File: src/rtl/sha_const_pkg.sv
// Shared types and constants for the SHA-256 constant ROM fetch controller.
// Optional K prefetch buffer is enabled by defining SHA_CONST_KPREFETCH_EN.
package sha_const_pkg;

    typedef enum logic [1:0] {
        S_IDLE   = 2'd0,
        S_SETUP  = 2'd1,
        S_ACCESS = 2'd2,
        S_DONE   = 2'd3
    } state_t;

    typedef enum logic {
        SEL_H = 1'b0,
        SEL_K = 1'b1
    } port_sel_t;

    localparam int H_BASE_DEF = 0;
    localparam int K_BASE_DEF = 8;
    localparam int H_WORDS    = 8;
    localparam int K_WORDS    = 64;

endpackage

File: src/rtl/sha_rom_timing.sv
// ROM strobe sequencer: one SETUP cycle, then WAIT_CYCLES of OE low.
// Pulses o_capture on the last OE-low cycle so the parent can latch data.
module sha_rom_timing
    import sha_const_pkg::*;
#(
    parameter int ADDR_W      = 13,
    parameter int WAIT_CYCLES = 2
) (
    input  logic              i_clk,
    input  logic              i_rst_n,
    input  logic              i_start,
    input  logic [ADDR_W-1:0] i_addr,
    output logic              o_capture,
    output logic [ADDR_W-1:0] o_rom_a,
    output logic              o_ce_n,
    output logic              o_oe_n,
    output logic              o_we_n
);

    localparam int CNT_W = (WAIT_CYCLES > 1) ? $clog2(WAIT_CYCLES) : 1;
    localparam logic [CNT_W-1:0] CNT_INIT = CNT_W'(WAIT_CYCLES - 1);

    state_t            r_ph;
    state_t            w_ph_nx;
    logic [CNT_W-1:0]  r_cnt;
    logic [ADDR_W-1:0] r_addr;

    // Phase, wait counter and latched address
    always_ff @(posedge i_clk or negedge i_rst_n) begin
        if (!i_rst_n) begin
            r_ph   <= S_IDLE;
            r_cnt  <= '0;
            r_addr <= '0;
        end else begin
            r_ph <= w_ph_nx;
            if (r_ph == S_IDLE && i_start)
                r_addr <= i_addr;
            if (r_ph == S_SETUP)
                r_cnt <= CNT_INIT;
            else if (r_ph == S_ACCESS && r_cnt != '0)
                r_cnt <= r_cnt - 1'b1;
        end
    end

    // Next phase and capture strobe
    always_comb begin
        w_ph_nx   = r_ph;
        o_capture = 1'b0;
        unique case (r_ph)
            S_IDLE:   if (i_start) w_ph_nx = S_SETUP;
            S_SETUP:  w_ph_nx = S_ACCESS;
            S_ACCESS: begin
                if (r_cnt == '0) begin
                    o_capture = 1'b1;
                    w_ph_nx   = S_IDLE;
                end
            end
            default:  w_ph_nx = S_IDLE;
        endcase
    end

    assign o_rom_a = r_addr;
    assign o_ce_n  = (r_ph == S_IDLE);
    assign o_oe_n  = (r_ph != S_ACCESS);
    assign o_we_n  = 1'b1;

endmodule

File: src/rtl/sha_const_fetch_ctrl.sv
// Arbitrates H/K word requests onto the shared constant ROM (K has priority).
// Define SHA_CONST_KPREFETCH_EN to add a one-entry speculative K+1 buffer.
module sha_const_fetch_ctrl
    import sha_const_pkg::*;
#(
    parameter int ADDR_W      = 13,
    parameter int H_BASE      = H_BASE_DEF,
    parameter int K_BASE      = K_BASE_DEF,
    parameter int WAIT_CYCLES = 2
) (
    input  logic                       CLK,
    input  logic                       RST_N,
    input  logic                       H_REQ,
    input  logic [$clog2(H_WORDS)-1:0] H_IDX,
    output logic                       H_ACK,
    input  logic                       K_REQ,
    input  logic [$clog2(K_WORDS)-1:0] K_IDX,
    output logic                       K_ACK,
    output logic [31:0]                RDATA,
    output logic                       BUSY,
    output logic [ADDR_W-1:0]          ROM_A,
    output logic                       ROM_CE_N,
    output logic                       ROM_OE_N,
    output logic                       ROM_WE_N,
    input  logic [31:0]                ROM_D
);

    localparam int KI_W = $clog2(K_WORDS);

    state_t            r_state;
    state_t            w_state_nx;
    port_sel_t         r_sel;
    port_sel_t         w_sel_nx;
    logic              r_ack;
    logic [31:0]       r_rdata;
    logic              w_start;
    logic [ADDR_W-1:0] w_addr;
    logic [ADDR_W-1:0] w_addr_h;
    logic [ADDR_W-1:0] w_addr_k;
    logic              w_capture;
    logic              w_gnt_req;
    logic              w_is_spec;

    assign w_addr_h  = ADDR_W'(H_BASE) + ADDR_W'(H_IDX);
    assign w_addr_k  = ADDR_W'(K_BASE) + ADDR_W'(K_IDX);
    assign w_gnt_req = (r_sel == SEL_K) ? K_REQ : H_REQ;

`ifdef SHA_CONST_KPREFETCH_EN
    localparam logic [KI_W-1:0] K_LAST = KI_W'(K_WORDS - 1);

    logic              r_pf_valid;
    logic [KI_W-1:0]   r_pf_idx;
    logic [31:0]       r_pf_word;
    logic [KI_W-1:0]   r_kidx;
    logic              r_pf_pend;
    logic              r_spec;
    logic              w_hit;
    logic              w_grant_k;
    logic              w_pf_go;
    logic [ADDR_W-1:0] w_addr_pf;

    assign w_hit     = r_pf_valid && (K_IDX == r_pf_idx);
    assign w_addr_pf = ADDR_W'(K_BASE) + ADDR_W'(r_kidx) + ADDR_W'(1);
    assign w_is_spec = r_spec;

    // Prefetch buffer: arm after a K handshake, fill on speculative capture
    always_ff @(posedge CLK or negedge RST_N) begin
        if (!RST_N) begin
            r_pf_valid <= 1'b0;
            r_pf_idx   <= '0;
            r_pf_word  <= '0;
            r_kidx     <= '0;
            r_pf_pend  <= 1'b0;
            r_spec     <= 1'b0;
        end else begin
            if (w_grant_k)
                r_kidx <= K_IDX;
            if (r_state == S_DONE && w_state_nx == S_IDLE &&
                r_sel == SEL_K && r_kidx != K_LAST)
                r_pf_pend <= 1'b1;
            else if (r_state == S_IDLE)
                r_pf_pend <= 1'b0;
            if (w_pf_go) begin
                r_spec     <= 1'b1;
                r_pf_idx   <= r_kidx + 1'b1;
                r_pf_valid <= 1'b0;
            end else if (w_capture && r_spec) begin
                r_spec     <= 1'b0;
                r_pf_valid <= 1'b1;
                r_pf_word  <= ROM_D;
            end
        end
    end
`else
    assign w_is_spec = 1'b0;
`endif

    // Arbitration and handshake next-state
    always_comb begin
        w_state_nx = r_state;
        w_sel_nx   = r_sel;
        w_start    = 1'b0;
        w_addr     = w_addr_k;
`ifdef SHA_CONST_KPREFETCH_EN
        w_grant_k  = 1'b0;
        w_pf_go    = 1'b0;
`endif
        unique case (r_state)
            S_IDLE: begin
                if (K_REQ) begin
                    w_sel_nx = SEL_K;
`ifdef SHA_CONST_KPREFETCH_EN
                    w_grant_k = 1'b1;
                    if (w_hit) begin
                        w_state_nx = S_DONE;
                    end else begin
                        w_start    = 1'b1;
                        w_state_nx = S_SETUP;
                    end
`else
                    w_start    = 1'b1;
                    w_state_nx = S_SETUP;
`endif
                end else if (H_REQ) begin
                    w_sel_nx   = SEL_H;
                    w_addr     = w_addr_h;
                    w_start    = 1'b1;
                    w_state_nx = S_SETUP;
                end
`ifdef SHA_CONST_KPREFETCH_EN
                else if (r_pf_pend) begin
                    w_pf_go    = 1'b1;
                    w_addr     = w_addr_pf;
                    w_start    = 1'b1;
                    w_state_nx = S_SETUP;
                end
`endif
            end
            S_SETUP:  w_state_nx = S_ACCESS;
            S_ACCESS: begin
                if (w_capture)
                    w_state_nx = w_is_spec ? S_IDLE : S_DONE;
            end
            S_DONE: begin
                if (r_ack && !w_gnt_req)
                    w_state_nx = S_IDLE;
            end
            default:  w_state_nx = S_IDLE;
        endcase
    end

    // State, grant, acknowledge and read data registers
    always_ff @(posedge CLK or negedge RST_N) begin
        if (!RST_N) begin
            r_state <= S_IDLE;
            r_sel   <= SEL_H;
            r_ack   <= 1'b0;
            r_rdata <= '0;
        end else begin
            r_state <= w_state_nx;
            r_sel   <= w_sel_nx;
            if (w_capture && !w_is_spec) begin
                r_rdata <= ROM_D;
                r_ack   <= 1'b1;
            end
`ifdef SHA_CONST_KPREFETCH_EN
            else if (r_state == S_DONE && !r_ack) begin
                r_rdata <= r_pf_word;
                r_ack   <= 1'b1;
            end
`endif
            else if (r_state == S_DONE && w_state_nx == S_IDLE) begin
                r_ack <= 1'b0;
            end
        end
    end

    sha_rom_timing #(
        .ADDR_W      (ADDR_W),
        .WAIT_CYCLES (WAIT_CYCLES)
    ) u_timing (
        .i_clk     (CLK),
        .i_rst_n   (RST_N),
        .i_start   (w_start),
        .i_addr    (w_addr),
        .o_capture (w_capture),
        .o_rom_a   (ROM_A),
        .o_ce_n    (ROM_CE_N),
        .o_oe_n    (ROM_OE_N),
        .o_we_n    (ROM_WE_N)
    );

    assign H_ACK = r_ack && (r_sel == SEL_H);
    assign K_ACK = r_ack && (r_sel == SEL_K);
    assign RDATA = r_rdata;
    assign BUSY  = (r_state != S_IDLE);

endmodule

File: config.mk
export PLATFORM = sky130hd
export DESIGN_NAME = sha_const_fetch_ctrl
export DESIGN_NICKNAME = d
export VERILOG_FILES = /design/src/rtl/sha_const_pkg.sv /design/src/rtl/sha_rom_timing.sv /design/src/rtl/sha_const_fetch_ctrl.sv
export SDC_FILE = /design/constraint.sdc
export NUM_CORES = 1
export LEC_CHECK = 0
export CORE_MARGIN = 2
export CORE_UTILIZATION = 25
export CTS_CLUSTER_SIZE = 24
export DETAILED_ROUTE_END_ITERATION = 8
export SLEW_MARGIN = 25
export SYNTH_ARGS = -nofsm -noshare
export SYNTH_HDL_FRONTEND = slang
export SYNTH_SLANG_ARGS = --single-unit
File: constraint.sdc
create_clock -name CLK -period 1.7 [get_ports CLK]
set_input_delay 0.17 -clock CLK [delete_from_list [all_inputs] [get_ports CLK]]
set_output_delay 0.17 -clock CLK [all_outputs]
set_load 0.02 [all_outputs]
---- Yosys cells after proc, flatten, opt, wreduce, memory -nomap -nowiden ----
Cells that the tools add are included.
operators by class
  add/sub/neg operators ................... 2
  equality and inequality tests ........... 8
  mux-type cells .......................... 23
  bitwise logic cells ..................... 1
  reductions and logical operators ........ 16
operator list
  kind                                                              number
  7-bit 2-to-1 mux                                                  2
  13-bit 2-to-1 mux                                                 1
  1-bit 2-to-1 mux                                                  12
  2-bit 2-to-1 mux                                                  6
  2-bit one-hot mux with 4 select lines                             1
  2-bit nonzero test                                                4
  4-bit by 6-bit adder with 7-bit output (first input constant)     1
  2-bit == test (second input constant)                             3
  1-bit logical AND                                                 6
  2-bit logical NOT                                                 3
  2-bit one-hot mux with 3 select lines                             1
  2-bit by 1-bit == test with 1-bit output (second input constant)  2
  2-bit != test (second input constant)                             2
  2-bit AND reduction                                               2
  2-bit by 1-bit != test with 1-bit output (second input constant)  1
  1-bit logical NOT                                                 1
  1-bit NOT                                                         1
  1-bit subtractor (second input constant)                          1
storage, ports and cells
  flip-flop bits (word level) ............. 52
  input bits .............................. 45
  output and inout bits ................... 51
  logic and storage cells ................. 57

---- Depth between registers and ports, before layout ----
Gate-level depths: netlist of the first run.
  word-level depth ........................ 9
  depth in mapped cells ................... 4
  gate-level depth less buffers ........... 3

---- Hierarchy ----
From an unflattened synthesis of the first run, not the netlist that was laid out.
unflattened totals
  cells, all modules ...................... 142
  area total of the unflattened synthesis .. 2163.3 µm²
by module, submodules not included
  module                times used  cells each  area an instance (µm²)
  sha_const_fetch_ctrl  1           100         1487.7
  sha_rom_timing        1           42          675.6

---- Worst setup path after synthesis of the first run ----
OpenSTA, ideal clock, no wires.
  path kind ............................... reg-to-reg
  from .................................... reg u_timing.r_ph[0]
  to ...................................... reg r_rdata[0], in the netlist RDATA[0]
  data arrival time ....................... 1.333 ns
  required time ........................... 1.575 ns
  path slack .............................. 0.243 ns
  cell stages (with the launch flop) ...... 4
  period minus slack after synthesis ...... 1.457 ns
  cells stage by stage .................... dfrtp_1 nor3b_4 buf_6 mux2_2
between the ends
  word-level cells in the longest chain between the ends .. 2
RTL lines
  what                      RTL line                     text
  start: declaration        sha_rom_timing.sv:23         state_t r_ph;
  start signal: assignment  sha_rom_timing.sv:35         r_ph <= w_ph_nx;
  2-bit == test             sha_rom_timing.sv:49         unique case (r_ph)
  1-bit 2-to-1 mux          sha_rom_timing.sv:49
  end signal: assignment    sha_const_fetch_ctrl.sv:158  r_rdata <= '0;
  end signal: assignment    sha_const_fetch_ctrl.sv:163  r_rdata <= ROM_D;
  end: declaration          sha_const_fetch_ctrl.sv:35   logic [31:0] r_rdata;
No other way between the ends.
A chain may end at the register's enable or synchronous reset.

---- Worst setup path after layout of the first run ----
  from .................................... reg u_timing.r_ph[0]
  to ...................................... out ROM_OE_N
between the ends
  word-level cells in the longest chain between the ends .. 1
RTL lines
  what              RTL line                    text
  2-bit != test     sha_rom_timing.sv:64        assign o_oe_n = (r_ph != S_ACCESS);
  end: declaration  sha_const_fetch_ctrl.sv:23  output logic ROM_OE_N,
No other way between the ends.

==> out/results.ini, run 1 <==
[global_routing]
number_of_antenna_violations_at_the_first_check_in_global_routing = 0
grt_pass1_vias = 1458
grt_util_met3 = 0.0320
grt_use_met2 = 0.170
grt_max_degree = 26
grt.met1_usage = 0.122
total_global_route_track_usage = 0.101
grt.busiest_layer = met2
grt_first_pass_wirelength_mm = 6.81
gr-total-overflow = 0

[worst_setup_path]
reg2reg_to = RDATA[26]
timing.reg2reg.worst_path_depth = 3
worstPathArrival_ps = 1360
setup.worst_path.end_class = output pin
timing.setup.critical_path_class = reg -> out
critical_path_peak_fanout = 6
worst-endpoint-required_ps = 1530
r2r_setup_slack_ps = 250
r2r_start = u_timing.r_ph[0]
worstSetupStartpointType = flop

[power_and_ir_drop]
internal_power_mw = 3.51
switchingPower_mw = 1.99
seq_power_share = 0.359
worst_ir_drop_vdd_v = 0.000626
netSwitchingFraction = 0.361
combPwrFrac = 0.519
p_leak_nw = 1.28
pwr_density_cell_nw_per_um2 = 1820
clockPowerShare = 0.122

[drt]
route.vias.total = 1410
route.final.wire_length_mm = 4.12
route.antenna.remaining_nets = 0
routed_wire_length_per_instance_um = 12.1
route.detailed.drc = 0
vias_per_cell = 4.15
drt-initial-drc-count = 36
tritonroute_pass_1_iters = 3

[final_layout]
drive_above_1_share = 0.193
fin_nets = 283
area_occupied_by_multi_input_gates_um2 = 711
area.sequential_um2 = 1150
n_antenna_cell = 0
final_layout_fill_cell_count = 754
syn_to_final_growth_pct = 55.8

[timing]
setup_viol = 0
maxSlewViolCount = 0
totalNegativeSetupSlack_ps = 0
skew_ps = 5.41
max-slew-margin-rel = 0.649
grt_setup_unrepaired = false
max_freq_mhz = 655
timing.final.crit_period_ps = 1530
finalHoldWorstSlack_ps = 388
min_period_over_period = 0.898
worstMarginPinSlew_ps = 527
final-hold-violation-count = 0

[place]
detailedPlacementHpwl_mm = 3.12
gp_congestion = 0.728
buffer_ports.inserted = 88

[floorplanning]
floorplan.die.width_um = 92.2
ioPinCount = 96
die-area_um2 = 8500
initial_util = 0.254
chipHeight_um = 92.2
core_footprint_um2 = 7650
placementRows = 32

[clocking]
latest_clock_arrival_within_the_worst_skew_pair_ps = 290
cts.reportedPaths.clkPinSlew_ps = 80
cts_buffer_depth = 2
ctsRootBufferMaster = sky130_fd_sc_hd__clkbuf_8
ctsHtreeMaxLevel = 2
post_cts_setup_inserts = 0
tritoncts_clock_tree = done
tritoncts.num_buffers = 5
cts.sink_count = 46

[min_path]
timing.hold.worst.class = in -> async

[flow_run]
maxCapViolCount = 0

[status]
outcome = completed

[synth]
synthesis.yosys.warnings = 0
synth_area_per_cell_um2 = 13.7
asyncSetResetFlopFracSynth = 1.00
yosys_most_used_dff = sky130_fd_sc_hd__dfrtp_1
synthDistinctLibCells = 30
synth_top_area_cell = sky130_fd_sc_hd__dfrtp_1
count_of_flip_flops_with_a_built_in_enable_after_synthesis = 0
synth_area_leaders = sky130_fd_sc_hd__dfrtp_1, sky130_fd_sc_hd__mux2_2, sky130_fd_sc_hd__buf_4, sky130_fd_sc_hd__nand3_1, sky130_fd_sc_hd__buf_6
syn-cell-area_um2 = 1940
post_synthesis_instance_total = 142
seq_area_frac_synth = 0.592
ys_seq_elements = 46
yosysTopAreaCellShare = 0.592

## how the worst max path moves through the flow
stage,from,to,slack [ps],cells after the start
after floorplan,u_timing.r_ph[0],RDATA[0],240,3
after global placement,u_timing.r_ph[0],RDATA[12],260,3
after detailed placement,u_timing.r_ph[0],RDATA[26],230,3
after CTS,r_sel,H_ACK,30,2
after global routing,u_timing.r_ph[0],ROM_OE_N,50,3
final,u_timing.r_ph[0],ROM_OE_N,170,3
## per-stage QoR
step           total power [mW]  utilization  std cells  cell area (µm²)  setup WS (ps)
6_report                   5.50        0.396        340             3030            173
5_1_grt                    5.89        0.396        340             3030           52.9
4_1_cts                    5.62        0.395        340             3020           32.6
3_5_place_dp               4.93        0.383        331             2930            232
3_3_place_gp               4.89        0.383        331             2930            258
2_1_floorplan              3.57            -        147             1960            243
## area by class of cell
class / instances / area share
clock buffer: 7 / 0.0285
clock inverter: 1 / 0.00165
inverter: 3 / 0.00372
multi-input combinational: 87 / 0.235
sequential: 46 / 0.380
tap: 102 / 0.0421
timing repair buffer: 94 / 0.309
## critical path: stages, from the launching register on
cell and delay, ps:
sky130_fd_sc_hd__dfrtp_1 470, sky130_fd_sc_hd__nor2b_1 210, sky130_fd_sc_hd__inv_1 70, sky130_fd_sc_hd__dlygate4sd2_1 320
## cell families (layout without fill, tap and decap cells)
group / after synthesis / count (layout) / share of synthesized area
flops: 46 / 46 / 0.592
mux: 33 / 33 / 0.190
simple gates: 31 / 31 / 0.0940
compound gates: 14 / 14 / 0.0566
buf+inv: 14 / 105 / 0.0521
other cells: 2 / 7 / 0.00386
fa+ha+maj: 1 / 1 / 0.00643
xor+xnor: 1 / 1 / 0.00451
## sequential cells by signal, indices dropped and copies added, names as in the netlist
name,count
u_timing.r_ph,2
u_timing.o_rom_a,7
RDATA,32
u_timing.r_cnt,1
r_sel,1
r_ack,1
r_state,2
## per-layer routing
layer / part of all wire / routed length (µm)
met5: 0 / 0
met3: 0.069 / 283
met4: 0.0097 / 40
met1: 0.43 / 1770
met2: 0.49 / 2020
## cells in the final DEF, fill, tap and decap left out, types with 2 or more instances in the layout
master / count
sky130_fd_sc_hd__clkdlybuf4s50_1: 82
sky130_fd_sc_hd__dfrtp_1: 46
sky130_fd_sc_hd__mux2_2: 30
sky130_fd_sc_hd__nor2_1: 7
sky130_fd_sc_hd__nand3_1: 7
sky130_fd_sc_hd__conb_1: 7
sky130_fd_sc_hd__nand2_1: 6
sky130_fd_sc_hd__clkbuf_8: 6
sky130_fd_sc_hd__nor2b_1: 4
sky130_fd_sc_hd__buf_4: 4
sky130_fd_sc_hd__inv_1: 3
sky130_fd_sc_hd__o2bb2ai_1: 3
sky130_fd_sc_hd__a32oi_1: 3
sky130_fd_sc_hd__dlygate4sd2_1: 3
sky130_fd_sc_hd__a21oi_1: 2
sky130_fd_sc_hd__and2_1: 2
sky130_fd_sc_hd__mux2_1: 2
sky130_fd_sc_hd__dlymetal6s2s_1: 2
## Yosys cell counts, types with 2 or more instances
library cell                instances
sky130_fd_sc_hd__dfrtp_1           46
sky130_fd_sc_hd__mux2_2            30
sky130_fd_sc_hd__buf_4              7
sky130_fd_sc_hd__nand3_1            7
sky130_fd_sc_hd__nor2_1             7
sky130_fd_sc_hd__nand2_1            6
sky130_fd_sc_hd__nor2b_1            4
sky130_fd_sc_hd__a32oi_1            3
sky130_fd_sc_hd__buf_6              3
sky130_fd_sc_hd__inv_1              3
sky130_fd_sc_hd__o2bb2ai_1          3
sky130_fd_sc_hd__a21oi_1            2
sky130_fd_sc_hd__and2_1             2
sky130_fd_sc_hd__conb_1             2
sky130_fd_sc_hd__mux2_1             2
## power by group through the flow
| stage | registers (mW) | clock network, mW | logic (mW) |
|---|---|---|---|
| global placement | 1.98 | 0 | 2.91 |
| floorplan | 2.53 | 0 | 1.04 |
| CTS | 1.98 | 0.717 | 2.92 |
| finish | 1.97 | 0.670 | 2.86 |
| global route | 2.06 | 0.768 | 3.06 |
| detailed placement | 2.00 | 0 | 2.93 |
## repair_timing
| item | in CTS | in global routing |
|---|---|---|
| pin swaps | 0 | 0 |
| endpoints found under the setup margin | 3 | 2 |
| gates resized for setup | 3 | 2 |
| endpoints found under the hold margin | 21 | 0 |
| hold buffers | 1 | 0 |
(Power assumes the default switching activity.)
==> run 2: changes to the inputs <==
Settings changed: CORE_UTILIZATION 25 to 40, CTS_CLUSTER_SIZE 24 to 20, PLACE_DENSITY from default to 0.8.
==> out/results.ini, run 2 (synthesized netlist as in run 1, its figures left out) <==
[status]
outcome = completed  ; unchanged

[global_routing]
gr-total-overflow = 0  ; unchanged
grt_max_degree = 47  ; was 26
grt_pass1_vias = 1377  ; was 1458
number_of_antenna_violations_at_the_first_check_in_global_routing = 0  ; unchanged
total_global_route_track_usage = 0.153  ; was 0.101
grt_first_pass_wirelength_mm = 6.31  ; was 6.81 mm

[power_and_ir_drop]
combPwrFrac = 0.529  ; was 0.519
clockPowerShare = 0.111  ; was 0.122
netSwitchingFraction = 0.358  ; was 0.361
switchingPower_mw = 1.95  ; was 1.99 mW
pwr_density_cell_nw_per_um2 = 1840  ; was 1820 nW/µm²
seq_power_share = 0.361  ; was 0.359
worst_ir_drop_vdd_v = 0.000854  ; was 0.000626 V
p_total_mw = 5.45  ; was 5.50 mW
p_leak_nw = 1.24  ; was 1.28 nW
internal_power_mw = 3.50  ; was 3.51 mW

[clocking]
tritoncts_clock_tree = done  ; unchanged
tritoncts.num_buffers = 5  ; unchanged
post_cts_setup_inserts = 0  ; unchanged
cts_buffer_depth = 2  ; unchanged
ctsHtreeMaxLevel = 2  ; unchanged
cts.sink_count = 46  ; unchanged
cts.reportedPaths.clkPinSlew_ps = 80  ; about the same
ctsRootBufferMaster = sky130_fd_sc_hd__clkbuf_8  ; unchanged
latest_clock_arrival_within_the_worst_skew_pair_ps = 280  ; was 290 ps

[final_layout]
syn_to_final_growth_pct = 52.5  ; was 55.8%
final_layout_fill_cell_count = 383  ; was 754
layout.cells.non_filler = 291  ; was 340
largest_register_ff_count = 32  ; unchanged
final_util = 0.632  ; was 0.396
final_common_cell = sky130_fd_sc_hd__clkdlybuf4s50_1  ; unchanged
area_occupied_by_multi_input_gates_um2 = 713  ; was 711 µm²
commonest_cells_after_routing_fill_and_taps_aside = sky130_fd_sc_hd__clkdlybuf4s50_1, sky130_fd_sc_hd__dfrtp_1, sky130_fd_sc_hd__mux2_2  ; unchanged
drive_above_1_share = 0.194  ; was 0.193
fin_nets = 283  ; unchanged
finalInstanceArea_um2 = 2970  ; was 3030 µm²
n_antenna_cell = 0  ; unchanged
area.sequential_um2 = 1150  ; about the same

[worst_setup_path]
worstSetupStartpointType = flop  ; unchanged
timing.setup.critical_path_class = reg -> out  ; unchanged
critical_path_peak_fanout = 5  ; was 6
worst_path_dominant_cell_family = buffers and inverters  ; was flip-flops
setup.worst_path.end_class = output pin  ; unchanged
cp_cell_sequence = nor2b_1 -> clkdlybuf4s50_1  ; was nor2b_1 -> inv_1 -> dlygate4sd2_1
worstPathArrival_ps = 1440  ; was 1360 ps
critPathMaxStageDelay_ps = 610  ; was 470 ps
critPathBufInv = 1  ; was 2
worst-endpoint-required_ps = 1530  ; about the same
critPathSlowestCell = sky130_fd_sc_hd__clkdlybuf4s50_1  ; was sky130_fd_sc_hd__dfrtp_1

[drt]
drt-initial-drc-count = 19  ; was 36
route.vias.total = 1414  ; was 1410
tritonroute_pass_1_iters = 4  ; was 3
route.final.wire_length_mm = 3.88  ; was 4.12 mm
route.detailed.drc = 0  ; unchanged
vias_per_cell = 4.86  ; was 4.15
routed_wire_length_per_instance_um = 13.3  ; was 12.1 µm
route.antenna.remaining_nets = 0  ; unchanged

[timing]
timing.final.crit_period_ps = 1610  ; was 1530 ps
grt_setup_unrepaired = false  ; unchanged
skew_ps = 3.55  ; was 5.41 ps
finalHoldWorstSlack_ps = 404  ; was 388 ps
setup_viol = 0  ; unchanged
totalNegativeSetupSlack_ps = 0  ; unchanged
final-hold-violation-count = 0  ; unchanged
min_period_over_period = 0.944  ; was 0.898
final.setup.worst_slack_ps = 94.9  ; was 173 ps
maxSlewViolCount = 0  ; unchanged
max_freq_mhz = 623  ; was 655 MHz

[floorplanning]
chipHeight_um = 73.7  ; was 92.2 µm
floorplan.die.width_um = 73.7  ; was 92.2 µm
die-area_um2 = 5430  ; was 8500 µm²
placementRows = 25  ; was 32
core_footprint_um2 = 4690  ; was 7650 µm²
ioPinCount = 96  ; unchanged
initial_util = 0.414  ; was 0.254

[place]
buffer_ports.inserted = 88  ; unchanged
dpl.cell_count = 283  ; was 331
gp_congestion = 0.758  ; was 0.728
detailedPlacementHpwl_mm = 2.87  ; was 3.12 mm
placed_cell_area_um2 = 2880  ; was 2930 µm²
dp_worst_setup_slack_ps = 234  ; was 232 ps

[flow_run]
maxCapViolCount = 0  ; unchanged

[min_path]
timing.hold.worst.class = in -> async  ; unchanged

[run 2: worst paths after layout]
kind	slack [ps]	cells after the start	endpoint	start
min	400	3	RDATA[5]	RST_N
max reg2reg	270	3	RDATA[25]	u_timing.r_ph[0]
min reg2reg	490	1	u_timing.o_rom_a[6]	u_timing.o_rom_a[6]
max in group asynchronous	1070	3	u_timing.r_ph[1]	RST_N
max	90	2	H_ACK	r_ack
min in group CLK	470	3	u_timing.o_rom_a[2]	K_IDX[2]
[run 2: layout make-up]
type,instances,area share
flip-flops and latches,46,0.389
repair buffers,94,0.319
multi-input cells,87,0.241
clock buffers,7,0.0257
well taps,54,0.0228
inverters,3,0.00380
[run 2: layer usage]
layer | GRT usage | routed length, µm | up-vias
met1 | 0.185 | 1690 | 683
li1 | - | - | 673
met2 | 0.260 | 1890 | 56
met5 | 0 | 0 | -
met3 | 0.0535 | 281 | 2
met4 | 0.0424 | 17 | 0
[run 2: power by group through the flow]
stage          sequential, mW  combinational [mW]  clock (mW)
2_1_floorplan            2.53                1.04           0
3_3_place_gp             1.97                2.90           0
4_1_cts                  1.98                2.92       0.647
6_report                 1.97                2.88       0.603
3_5_place_dp             1.99                2.94           0
5_1_grt                  2.05                3.08       0.680
[run 2: worst reg2reg max path, stage by stage, from the launching register on]
cell and delay (ps):
sky130_fd_sc_hd__dfrtp_1 470, sky130_fd_sc_hd__nor3b_4 260, sky130_fd_sc_hd__buf_4 230, sky130_fd_sc_hd__mux2_2 350
[run 2: timing repair]
action                                  4_1_cts  5_1_grt
hold buffers                                  1        0
endpoints found under the hold margin        46        0
gates resized for setup                       5        0
endpoints found under the setup margin        3        0
==> run 3: changes to the inputs <==
Settings changed: CAP_MARGIN from default to 10, SETUP_SLACK_MARGIN from default to 0.2.
==> out/results.ini, run 3 (synthesized netlist as in run 1, its figures left out) <==
[drt]
route.detailed.drc = 0  ; unchanged
route.final.wire_length_mm = 3.88  ; about the same
drt-initial-drc-count = 18  ; was 19
vias_per_cell = 4.86  ; about the same
tritonroute_pass_1_iters = 4  ; unchanged
route.antenna.remaining_nets = 0  ; unchanged
routed_wire_length_per_instance_um = 13.3  ; about the same
route.vias.total = 1413  ; was 1414

[clocking]
cts.reportedPaths.clkPinSlew_ps = 80  ; about the same
cts_buffer_depth = 2  ; unchanged
tritoncts_clock_tree = done  ; unchanged
cts.sink_count = 46  ; unchanged
tritoncts.num_buffers = 5  ; unchanged
post_cts_setup_inserts = 0  ; unchanged
latest_clock_arrival_within_the_worst_skew_pair_ps = 280  ; about the same
ctsRootBufferMaster = sky130_fd_sc_hd__clkbuf_8  ; unchanged
ctsHtreeMaxLevel = 2  ; unchanged

[power_and_ir_drop]
clockPowerShare = 0.111  ; about the same
worst_ir_drop_vdd_v = 0.000779  ; was 0.000854 V
p_leak_nw = 1.25  ; was 1.24 nW
pwr_density_cell_nw_per_um2 = 1830  ; was 1840 nW/µm²
p_total_mw = 5.44  ; was 5.45 mW
internal_power_mw = 3.49  ; was 3.50 mW
netSwitchingFraction = 0.359  ; was 0.358
seq_power_share = 0.362  ; was 0.361
switchingPower_mw = 1.95  ; about the same
combPwrFrac = 0.527  ; was 0.529

[floorplanning]
chipHeight_um = 73.7  ; unchanged
floorplan.die.width_um = 73.7  ; unchanged
die-area_um2 = 5430  ; unchanged
placementRows = 25  ; unchanged
ioPinCount = 96  ; unchanged
core_footprint_um2 = 4690  ; unchanged
initial_util = 0.414  ; unchanged

[global_routing]
gr-total-overflow = 0  ; unchanged
total_global_route_track_usage = 0.153  ; unchanged
grt_first_pass_wirelength_mm = 6.31  ; unchanged
number_of_antenna_violations_at_the_first_check_in_global_routing = 0  ; unchanged
grt_max_degree = 47  ; unchanged
grt_pass1_vias = 1377  ; unchanged

[timing]
totalNegativeSetupSlack_ps = 0  ; unchanged
finalHoldWorstSlack_ps = 404  ; about the same
max_freq_mhz = 685  ; was 623 MHz
timing.final.crit_period_ps = 1460  ; was 1610 ps
min_period_over_period = 0.858  ; was 0.944
skew_ps = 3.55  ; about the same
grt_setup_unrepaired = true  ; was false
setup_viol = 0  ; unchanged
maxSlewViolCount = 0  ; unchanged
final-hold-violation-count = 0  ; unchanged

[final_layout]
area.sequential_um2 = 1150  ; about the same
final_common_cell = sky130_fd_sc_hd__clkdlybuf4s50_1  ; unchanged
final_layout_fill_cell_count = 384  ; was 383
finalInstanceArea_um2 = 2970  ; about the same
commonest_cells_after_routing_fill_and_taps_aside = sky130_fd_sc_hd__clkdlybuf4s50_1, sky130_fd_sc_hd__dfrtp_1, sky130_fd_sc_hd__mux2_2  ; unchanged
largest_register_ff_count = 32  ; unchanged
n_antenna_cell = 0  ; unchanged
fin_nets = 283  ; unchanged
area_occupied_by_multi_input_gates_um2 = 716  ; was 713 µm²
syn_to_final_growth_pct = 52.7  ; was 52.5%
drive_above_1_share = 0.207  ; was 0.194

[worst_setup_path]
worst-endpoint-required_ps = 1530  ; about the same
worst_path_dominant_cell_family = buffers and inverters  ; unchanged
critPathSlowestCell = sky130_fd_sc_hd__clkdlybuf4s50_1  ; unchanged
cp_cell_sequence = clkdlybuf4s50_1  ; was nor2b_1 -> clkdlybuf4s50_1
critical_path_peak_fanout = 3  ; was 5
critPathBufInv = 1  ; unchanged
setup.worst_path.end_class = output pin  ; unchanged
critPathMaxStageDelay_ps = 620  ; was 610 ps
timing.setup.critical_path_class = reg -> out  ; unchanged
worstPathArrival_ps = 1290  ; was 1440 ps
worstSetupStartpointType = flop  ; unchanged

[flow_run]
maxCapViolCount = 0  ; unchanged

[place]
detailedPlacementHpwl_mm = 2.87  ; unchanged
placed_cell_area_um2 = 2880  ; unchanged
gp_congestion = 0.758  ; unchanged
buffer_ports.inserted = 88  ; unchanged

[min_path]
timing.hold.worst.class = in -> async  ; unchanged

[status]
outcome = completed  ; unchanged

[run 3: cell type report]
cell class	instances	area share
Inverter	3	0.00379
Sequential cell	46	0.389
Timing Repair Buffer	94	0.318
Tap cell	54	0.0228
Clock buffer	7	0.0257
Multi-Input combinational cell	87	0.241
[run 3: power by group through the flow]
stage	Sequential [mW]	Clock [mW]	Combinational, mW
2_1_floorplan	2.53	0	1.04
3_3_place_gp	1.97	0	2.90
3_5_place_dp	1.99	0	2.94
4_1_cts	1.98	0.647	2.91
5_1_grt	2.06	0.679	3.07
6_report	1.97	0.603	2.87
[run 3: routing by layer]
| metal | GRT usage | share of wire | routed length [µm] |
|---|---|---|---|
| met5 | 0 | 0 | 0 |
| met4 | 0.0424 | 0.0044 | 17 |
| met3 | 0.0535 | 0.072 | 281 |
| met2 | 0.260 | 0.49 | 1890 |
| met1 | 0.185 | 0.44 | 1690 |
[run 3: final timing paths]
path	startpoint	end	slack (ps)	depth (start not counted)
max in group asynchronous	RST_N	u_timing.r_ph[0]	1070	3
worst max-delay path	u_timing.o_rom_a[2]	ROM_A[2]	240	1
worst max register to register	u_timing.r_ph[0]	RDATA[25]	290	3
min in group CLK	K_IDX[2]	u_timing.o_rom_a[2]	470	3
worst min register to register	u_timing.o_rom_a[6]	u_timing.o_rom_a[6]	490	1
worst min-delay path	RST_N	RDATA[5]	400	3
[run 3: per-stage QoR]
| step | std cells | util | worst slack [ps] |
|---|---|---|---|
| after floorplan | 147 | - | 243 |
| after global placement | 283 | 0.614 | 268 |
| after detailed placement | 283 | 0.614 | 234 |
| after CTS | 291 | 0.631 | 194 |
| after global routing | 291 | 0.633 | 198 |
| final | 291 | 0.633 | 241 |
[run 3: worst register-to-register path, cell delays in order (launching register included)]
cell and delay [ps]:
sky130_fd_sc_hd__dfrtp_2 460, sky130_fd_sc_hd__nor3b_4 250, sky130_fd_sc_hd__buf_4 230, sky130_fd_sc_hd__mux2_2 350
[run 3: timing repair]
| action | CTS | global route |
|---|---|---|
| pin swaps | 0 | 0 |
| hold endpoints to repair | 46 | 0 |
| hold buffers | 1 | 0 |
| resized for setup | 7 | 4 |
| setup endpoints to repair | 5 | 7 |
